## src/rtl/count_ctrl.sv

```systemverilog
// rtl/count_ctrl.sv - start/stop/pause counter FSM with one-shot or periodic terminal count
// Optional tick prescaler enabled by defining CTRL_PRESCALE_EN.
module count_ctrl #(
  parameter int WIDTH = 4
) (
  input  logic             clk,
  input  logic             reset,
  input  logic             start,
  input  logic             stop,
  input  logic             pause,
  input  logic             periodic,
`ifdef CTRL_PRESCALE_EN
  input  logic [3:0]       prescale,
`endif
  input  logic [WIDTH-1:0] limit,
  output logic [WIDTH-1:0] q,
  output logic             busy,
  output logic             done,
  output logic             wrap,
  output logic [1:0]       state
);

  typedef enum logic [1:0] {
    IDLE = 2'b00,
    RUN  = 2'b01,
    HOLD = 2'b10,
    DONE = 2'b11
  } state_t;

  state_t           cur_state, nxt_state;
  logic [WIDTH-1:0] lim_r, nxt_lim;
  logic             per_r, nxt_per;
  logic [WIDTH-1:0] nxt_q;
  logic             nxt_done, nxt_wrap;
  logic             tick;

`ifdef CTRL_PRESCALE_EN
  logic [3:0] pre_r, nxt_pre;
  logic [3:0] pcnt, nxt_pcnt;
  assign tick = (pcnt == pre_r);
`else
  assign tick = 1'b1;
`endif

  always_ff @(posedge clk or posedge reset) begin
    if (reset) begin
      cur_state <= IDLE;
      q         <= '0;
      lim_r     <= '0;
      per_r     <= 1'b0;
      done      <= 1'b0;
      wrap      <= 1'b0;
`ifdef CTRL_PRESCALE_EN
      pre_r     <= 4'd0;
      pcnt      <= 4'd0;
`endif
    end else begin
      cur_state <= nxt_state;
      q         <= nxt_q;
      lim_r     <= nxt_lim;
      per_r     <= nxt_per;
      done      <= nxt_done;
      wrap      <= nxt_wrap;
`ifdef CTRL_PRESCALE_EN
      pre_r     <= nxt_pre;
      pcnt      <= nxt_pcnt;
`endif
    end
  end

  always_comb begin
    nxt_state = cur_state;
    nxt_q     = q;
    nxt_lim   = lim_r;
    nxt_per   = per_r;
    nxt_done  = 1'b0;
    nxt_wrap  = 1'b0;
`ifdef CTRL_PRESCALE_EN
    nxt_pre   = pre_r;
    nxt_pcnt  = pcnt;
`endif
    case (cur_state)
      IDLE: begin
        nxt_q = '0;
        if (start && !stop) begin
          nxt_state = RUN;
          nxt_lim   = limit;
          nxt_per   = periodic;
`ifdef CTRL_PRESCALE_EN
          nxt_pre   = prescale;
          nxt_pcnt  = 4'd0;
`endif
        end
      end
      RUN: begin
        if (stop) begin
          nxt_state = IDLE;
          nxt_q     = '0;
`ifdef CTRL_PRESCALE_EN
          nxt_pcnt  = 4'd0;
`endif
        end else if (pause) begin
          // Pause wins over a terminal tick: q and prescaler stay frozen.
          nxt_state = HOLD;
        end else if (tick) begin
`ifdef CTRL_PRESCALE_EN
          nxt_pcnt = 4'd0;
`endif
          if (q != lim_r) begin
            nxt_q = q + WIDTH'(1);
          end else if (per_r) begin
            nxt_q    = '0;
            nxt_wrap = 1'b1;
          end else begin
            nxt_state = DONE;
            nxt_done  = 1'b1;
          end
        end else begin
`ifdef CTRL_PRESCALE_EN
          nxt_pcnt = pcnt + 4'd1;
`endif
        end
      end
      HOLD: begin
        if (stop) begin
          nxt_state = IDLE;
          nxt_q     = '0;
`ifdef CTRL_PRESCALE_EN
          nxt_pcnt  = 4'd0;
`endif
        end else if (!pause) begin
          nxt_state = RUN;
        end
      end
      DONE: begin
        if (stop) begin
          nxt_state = IDLE;
          nxt_q     = '0;
`ifdef CTRL_PRESCALE_EN
          nxt_pcnt  = 4'd0;
`endif
        end else if (start) begin
          nxt_state = RUN;
          nxt_q     = '0;
          nxt_lim   = limit;
          nxt_per   = periodic;
`ifdef CTRL_PRESCALE_EN
          nxt_pre   = prescale;
          nxt_pcnt  = 4'd0;
`endif
        end
      end
      default: nxt_state = IDLE;
    endcase
  end

  assign busy  = (cur_state == RUN) || (cur_state == HOLD);
  assign state = cur_state;

endmodule

```

## config.mk

```make
export PLATFORM = sky130hd
export DESIGN_NAME = count_ctrl
export DESIGN_NICKNAME = d
export VERILOG_FILES = /design/src/rtl/count_ctrl.sv
export SDC_FILE = /design/constraint.sdc
export NUM_CORES = 1
export LEC_CHECK = 0
export ABC_CLOCK_PERIOD_IN_PS = 1800
export CAP_MARGIN = 20
export CORE_MARGIN = 2
export CORE_UTILIZATION = 33
export CTS_CLUSTER_SIZE = 24
export DETAILED_ROUTE_END_ITERATION = 8
export GPL_ROUTABILITY_DRIVEN = 0
export PLACE_DENSITY_LB_ADDON = 0.12
export SETUP_SLACK_MARGIN = 0.1
export SYNTH_ARGS = -nofsm -noshare
export SYNTH_HDL_FRONTEND = slang
export SYNTH_SLANG_ARGS = --single-unit
```

## constraint.sdc

```tcl
create_clock -name clk -period 1.8 [get_ports clk]
set_input_delay 0.18 -clock clk [delete_from_list [all_inputs] [get_ports clk]]
set_output_delay 0.18 -clock clk [all_outputs]
set_load 0.1 [all_outputs]
```

; Word-level counts from Yosys, hierarchy flattened
; Index checks and enable logic that the tools add are counted.
[classes]
n_addsub = 1
n_reduce_logical = 8
n_mux = 36
eq_ne = 14
[op_table]
columns = cell, count
row1 = $mux W4, 10
row2 = $mux W2, 9
row3 = $pmux W4 S4, 1
row4 = $mux W1, 13
row5 = $ne A4 B4 Y1 const B, 3
row6 = $ne A3 B3 Y1 const B, 3
row7 = $ne A2 B2 Y1 const B, 4
row8 = $pmux W2 S4, 1
row9 = $pmux W4 S2, 1
row10 = $reduce_and A4 Y1, 2
row11 = $reduce_and A5 Y1, 1
row12 = $add A4 B1 Y4 const B, 1
row13 = $eq A2 B2 Y1 const B, 2
row14 = $ne A4 B4 Y1, 1
row15 = $eq A2 B1 Y1 const B, 1
row16 = $logic_not A2 Y1, 1
row17 = $pmux W1 S2, 1
row18 = $reduce_bool A2 Y1, 1
row19 = $logic_and A1 B1 Y1, 1
row20 = $logic_not A1 Y1, 1
row21 = $logic_or A1 B1 Y1, 1
[totals]
output_inout_bits = 9
ff_bits = 13

; Depth between registers and ports, before layout
; Gate-level depths: netlist of the first run.
[logic_depth]
word_depth = 5
ltp_mapped = 6

; Worst setup path before layout of the first run
; OpenSTA, ideal clock, no wires.
[synth_timing]
path_kind = register to output
start = register cur_state[0], in the netlist state[0]
end = output port busy
n_path_buf = 0
arrival_time_ps = 2064
path_stages_with_launch = 3
slack_ps = -444
path_cell_list = dfrtp_1 > inv_1 > ha_1
[synth_between]
elab_chain_cells = 2
[synth_rtl]
columns = element, line
row1 = "start, declared", 30  ; state_t cur_state, nxt_state;
row2 = "start signal, assigned", 58  ; cur_state <= nxt_state;
row3 = $eq A2 B1 Y1 / $eq A2 B2 Y1 (equally long branches), 157  ; assign busy = (cur_state == RUN) || (cur_state == HOLD);
row4 = $logic_or A1 B1 Y1 (*), 157
row5 = "end, declared", 17  ; output logic busy,
; Every way passes the cells marked *; elsewhere a longest branch is shown, timed or not.

; Worst setup path in the final report of the first run
[layout_timing]
start = register cur_state[1], in the netlist state[1]
end = register cur_state[0], in the netlist state[0]
[layout_between]
elab_chain_cells = 3
[layout_rtl]
columns = element, line
row1 = "$eq A2 B1 Y1, or another cell as far along", 82  ; case (cur_state)
row2 = "$ne A4 B4 Y1 (no line), or another cell as far along", -
row3 = $reduce_and A5 Y1 (no line), -
; Several ways; a longest one is shown, not always the timed one.
; A chain may end at the register's enable or synchronous reset.

==> impl_metrics.toml, run 1 <==
[detailed_routing]
drc = 0
dr.pass1.iters = 4
wirelength_mm = 1.66
vias = 647
dr.first_iter.drc_count = 19
routedWlPerCell_um = 12.9
ant_nets = 0
routed_via_density = 5.02

[synth]
syn-mean-instance-area_um2 = 10.7
yosysWarnings = 0
ys_ff_latch = 13
synth_edf_count = 0
netlist_instances = 76
synth.top_cell.area_share_pct = 40.1
synth_commonest_cells = "dfrtp_1, inv_1, ha_1, nor2_1"
ys_types = 27
synthArstFlopShare_pct = 100
synth_fp_nets = 92
ys_top_cells_by_area = "dfrtp_1, ha_1, xnor2_2"
mappedNetlistArea_um2 = 811
synth-main-ff-cell = "dfrtp_1"
synth_top_area_cell = "dfrtp_1"
yosysMostFrequentCell = "dfrtp_1"
ys_seq_area_share_pct = 40.1

[setup_path]
crit-reg2reg-capture = "state[0]"
cp.required_ps = 1990
r2r.worst_path.cells = 6
startpoint_type = "register"
rrSetupSlack_ps = 160
r2r-start = "state[1]"
setup.worst_path.class = "register to register"
cp_data_arrival_time_ps = 1830
path_max_fanout = 4
endpoint_kind = "register"

[floorplanning]
ioPinCount = 19
die_w_um = 53.6
die_h_um = 53.6
initial_utilization_pct = 35.6
rows = 17
dieArea_mm2 = 0.00287
core_mm2 = 0.00228

[timing]
hold_violations = 0
skew_ps = 7.86
slew_viol_final = 0
min_period_ps = 1640
final-setup-viol-count = 0
setup_tns_ps = 0
timing.final.crit_share_pct = 91.1
timing.fmax_ghz = 0.610
rsz0062_at_grt = "no"
worstMarginPinSlew_ps = 495
setup_slack_ps = 160
relSlewSlack_pct = 67.0

[cts]
cts_tree = "built"
h-tree-depth = 1
root_buffer = "clkbuf_4"
clockBufferDepth = 2
cts_sinks = 13
clk_pin_slew_ps = 90
cts_buffers = 3
clock_latency_ps = 270

[grt]
grt_pass1_vias = 593
gr-usage-all-layers_pct = 13.9
grt_pass1_wl_mm = 2.83
grt_remaining_overflow = 0
grt_start_max_net_pins = 14
antenna_found_initial = 0

[finish]
diodes = 0
instances_no_fill = 129
fin_nets = 118
drive_above_1_share_pct = 37.6
syn_to_final_growth_pct = 40.9
final_core_util_pct = 50.2

[placement]
port-buffer-count = 18
dp_cells = 122
dp_hpwl_mm = 1.22
dp_slack_ps = 103

[worst_hold_path]
hold_path_class = "input port to async pin"

[pwr]
powerDensity_mw_per_mm2 = 1650
vdd_ir_drop_max_mv = 1.41
power.leakage_nw = 0.485

[outcome]
status = "complete, no violations"

[run]
max-cap-violations = 0
[through the flow]
| step | power (W) | instance area, um2 | hold slack (ps) |
|---|---|---|---|
| detailed placement | 0.00167 | 1090 | 536 |
| global route | 0.00201 | 1140 | 287 |
| finish | 0.00189 | 1140 | 219 |
| CTS | 0.00188 | 1130 | 240 |
| global placement | 0.00168 | 1090 | 530 |
| floorplan | 0.00136 | 856 | 56.7 |
[worst max-delay path: stages, from the launching register on]
cell and delay, ps:
dfrtp_4 500, inv_4 80, ha_4 130, or3b_4 390
buf_4 160, o2111a_1 130, nor3_1 170
[worst max-delay path by stage]
stage	from	endpoint	slack [ps]	cells past startpoint
after CTS	state[1]	q[3]	100	6
after global routing	state[1]	q[3]	100	6
after detailed placement	state[1]	q[3]	100	6
final	state[1]	state[0]	160	6
after global placement	state[1]	q[3]	100	6
after floorplan	state[1]	q[3]	50	6
[registers in the layout, indices dropped and copies added, names as in the netlist]
signal  cells
done        1
per_r       1
state       2
q           4
wrap        1
lim_r       4
[cell usage in the layout, fill, tap and decap left out, types with 2 or more instances in the layout]
master           count
ha_1                 2
dfrtp_2              4
inv_1                7
buf_12               3
clkbuf_4             3
nand3_1              2
dfrtp_1              7
mux2_2               2
nor3_1               4
a31oi_1              2
nand2_1              3
xnor2_2              4
clkdlybuf4s50_1      9
buf_4                9
nand2b_1             2
mux2_1               2
dfrtp_4              2
o21ai_0              4
nor2_1               5
nor2b_1              2
o21ai_1              3
ha_2                 3
[layout make-up]
cell class	instances	area [um2]
Multi-Input combinational cell	55	493
Sequential cell	13	338
Clock buffer	4	26.3
Inverter	8	32.5
Fill cell	211	1130
Timing Repair Buffer	21	218
Tap cell	28	35.0
[power by group]
group | internal, W | switching [W] | leakage, nW
Sequential | 0.000394 | 0.000122 | 0.159
Combinational | 0.000491 | 0.000698 | 0.312
Clock | 0.0000857 | 0.0000988 | 0.0150
[routing by layer]
metal  up-vias  routed length (um)  track usage [%]  share of wire (%)
li1        317                   -                -                  -
met1       313                 814             19.0                 49
met2        15                 765             21.2                 46
met3         2                  66             3.61                4.0
met4         0                  14             5.13               0.84
met5         -                   0                0                  0
[what timing repair did]
action                                  4_1_cts  5_1_grt
pin swaps                                     1        3
hold buffers                                  0        0
buffers inserted                              2        1
endpoints found under the setup margin        1        7
gates resized for setup                       0        2
[cells by family after synthesis]
group / Yosys count / share of synthesized area [%]
adders and majority gates: 6 / 9.26
DFF: 13 / 40.1
xor gates and xnor gates: 4 / 8.02
and+or+nand+nor: 23 / 17.0
muxes: 5 / 6.79
AOI/OAI and AO/OA: 17 / 15.1
buffers and inverters: 8 / 3.70
No activity file was read; power rests on OpenSTA's default activity.
==> inputs of run 2 (changes only) <==
Settings changed: ABC_CLOCK_PERIOD_IN_PS 1800 to 1400.
Clock period 1.8 ns to 1.4 ns, I/O delays scaled along.
==> impl_metrics.toml, run 2 (synthesized netlist as in run 1, its figures left out) <==
[outcome]
status = "finished, violations left"
failed_checks = "setup timing"

[pwr]
powerDensity_mw_per_mm2 = 2050
vdd_ir_drop_max_mv = 2.01
power.leakage_nw = 0.638

[timing]
rsz0062_at_grt = "yes"
timing.final.crit_share_pct = 115
setup_slack_ps = -206
timing.fmax_ghz = 0.623
skew_ps = 6.95
hold_violations = 0
timing.hold.ws_ps = 173
slew_viol_final = 0
final-setup-viol-count = 14
worstMarginPinSlew_ps = 480
min_period_ps = 1610
relSlewSlack_pct = 67.9

[setup_path]
setup.worst_path.class = "register to register"
cp_common_cell = "a31oi_1"
startpoint_type = "register"
path_max_fanout = 4
r2r.worst_path.cells = 6
cp.required_ps = 1600
rrSetupSlack_ps = -210
r2r-start = "state[1]"
cp_data_arrival_time_ps = 1800
endpoint_kind = "register"
crit_start = "state[1]"
slowest_delay_ps = 510
crit-reg2reg-capture = "q[3]"
path_cells = "inv_4 -> ha_4 -> or3b_4 -> nor3_4 -> a31oi_1 -> a31oi_1"
critPathSlowestCell = "dfrtp_4"

[cts]
cts_sinks = 13
clock_latency_ps = 270
clk_pin_slew_ps = 80
clockBufferDepth = 2
cts_buffers = 3
h-tree-depth = 1
root_buffer = "clkbuf_4"
hold_buffers = 0
cts_tree = "built"

[worst_hold_path]
hold_path_class = "input port to async pin"

[floorplanning]
die_w_um = 53.6
dieArea_mm2 = 0.00287
ioPinCount = 19
initial_utilization_pct = 35.6
rows = 17
core_mm2 = 0.00228
die_h_um = 53.6

[grt]
grt_start_max_net_pins = 14
gr-usage-all-layers_pct = 17.4
grt_remaining_overflow = 0
grt_pass1_wl_mm = 3.45
grt_pass1_vias = 710
antenna_found_initial = 0

[detailed_routing]
dr.pass1.iters = 4
drc = 0
ant_nets = 0
dr.first_iter.drc_count = 18
vias = 731
routedWlPerCell_um = 14.1
wirelength_mm = 2.10
routed_via_density = 4.91

[finish]
mostFrequentLayoutCell = "buf_4"
final_cell_mix = "buf_4, clkdlybuf4s50_1, buf_12"
syn_to_final_growth_pct = 79.3
drive_above_1_share_pct = 54.5
diodes = 0
fin_nets = 138
stdcell_area_mm2 = 0.00145

[placement]
port-buffer-count = 18
dp_hpwl_mm = 1.60
placed_area_mm2 = 0.00129

[run]
max-cap-violations = 0
==> run 2: cell types whose count changed in the layout (fill, tap and decap cells not counted), sizes merged <==
cell | previous run | this run
buf | 12 | 32
==> run 2: timing repair <==
action	CTS	global route
gates resized for setup	18	4
setup buffers	5	0
endpoints found under the setup margin	14	14
pin swaps	5	2
==> run 2: metrics by stage <==
| stage | std cells | TNS [ps] | power (W) | util (%) | setup slack (ps) |
|---|---|---|---|---|---|
| after floorplan | 76 | -2970 | 0.00174 | - | -347 |
| after global placement | 140 | -1920 | 0.00241 | 56.8 | -223 |
| after detailed placement | 140 | -2190 | 0.00245 | 56.8 | -245 |
| after CTS | 149 | -2080 | 0.00295 | 63.2 | -200 |
| after global routing | 149 | -2880 | 0.00314 | 63.9 | -284 |
| final | 149 | -1910 | 0.00298 | 63.9 | -206 |
==> run 2: report_power, final <==
| group | internal, W | switching, W |
|---|---|---|
| sequential | 0.000507 | 0.000165 |
| clock | 0.000110 | 0.000120 |
| combinational | 0.000986 | 0.00109 |
| total | 0.00160 | 0.00138 |
==> run 2: routing by layer <==
layer  wire (um)  part of all wire, %  vias to the layer above  GRT usage, %
met1         922                   44                      352          22.9
li1            -                    -                      358             -
met5           0                    0                        -             0
met3          72                  3.4                        0          3.33
met4           0                    0                        0          6.41
met2        1100                   53                       21          28.4
==> run 2: worst max path at each step <==
stage,end,slack (ps),cells past startpoint
2_1_floorplan,q[3],-350,6
3_3_place_gp,lim_r[3],-220,4
3_5_place_dp,lim_r[3],-250,5
4_1_cts,q[3],-200,6
5_1_grt,q[3],-280,6
6_report,q[3],-210,6
==> run 2: worst max-delay path, delay by kind of cell, from the launching register on <==
family	cells	cell delay [ps]
and+or+nand+nor	2	590
adders and majority gates	1	120
AOI/OAI and AO/OA	2	250
DFF	1	510
buffers and inverters	1	80
==> run 2: area by class of cell <==
class	count	area, um2
sequential	13	338
multi-input combinational	55	569
fill	183	822
tap	28	35.0
clock buffer	4	26.3
inverter	8	35.0
timing repair buffer	41	450
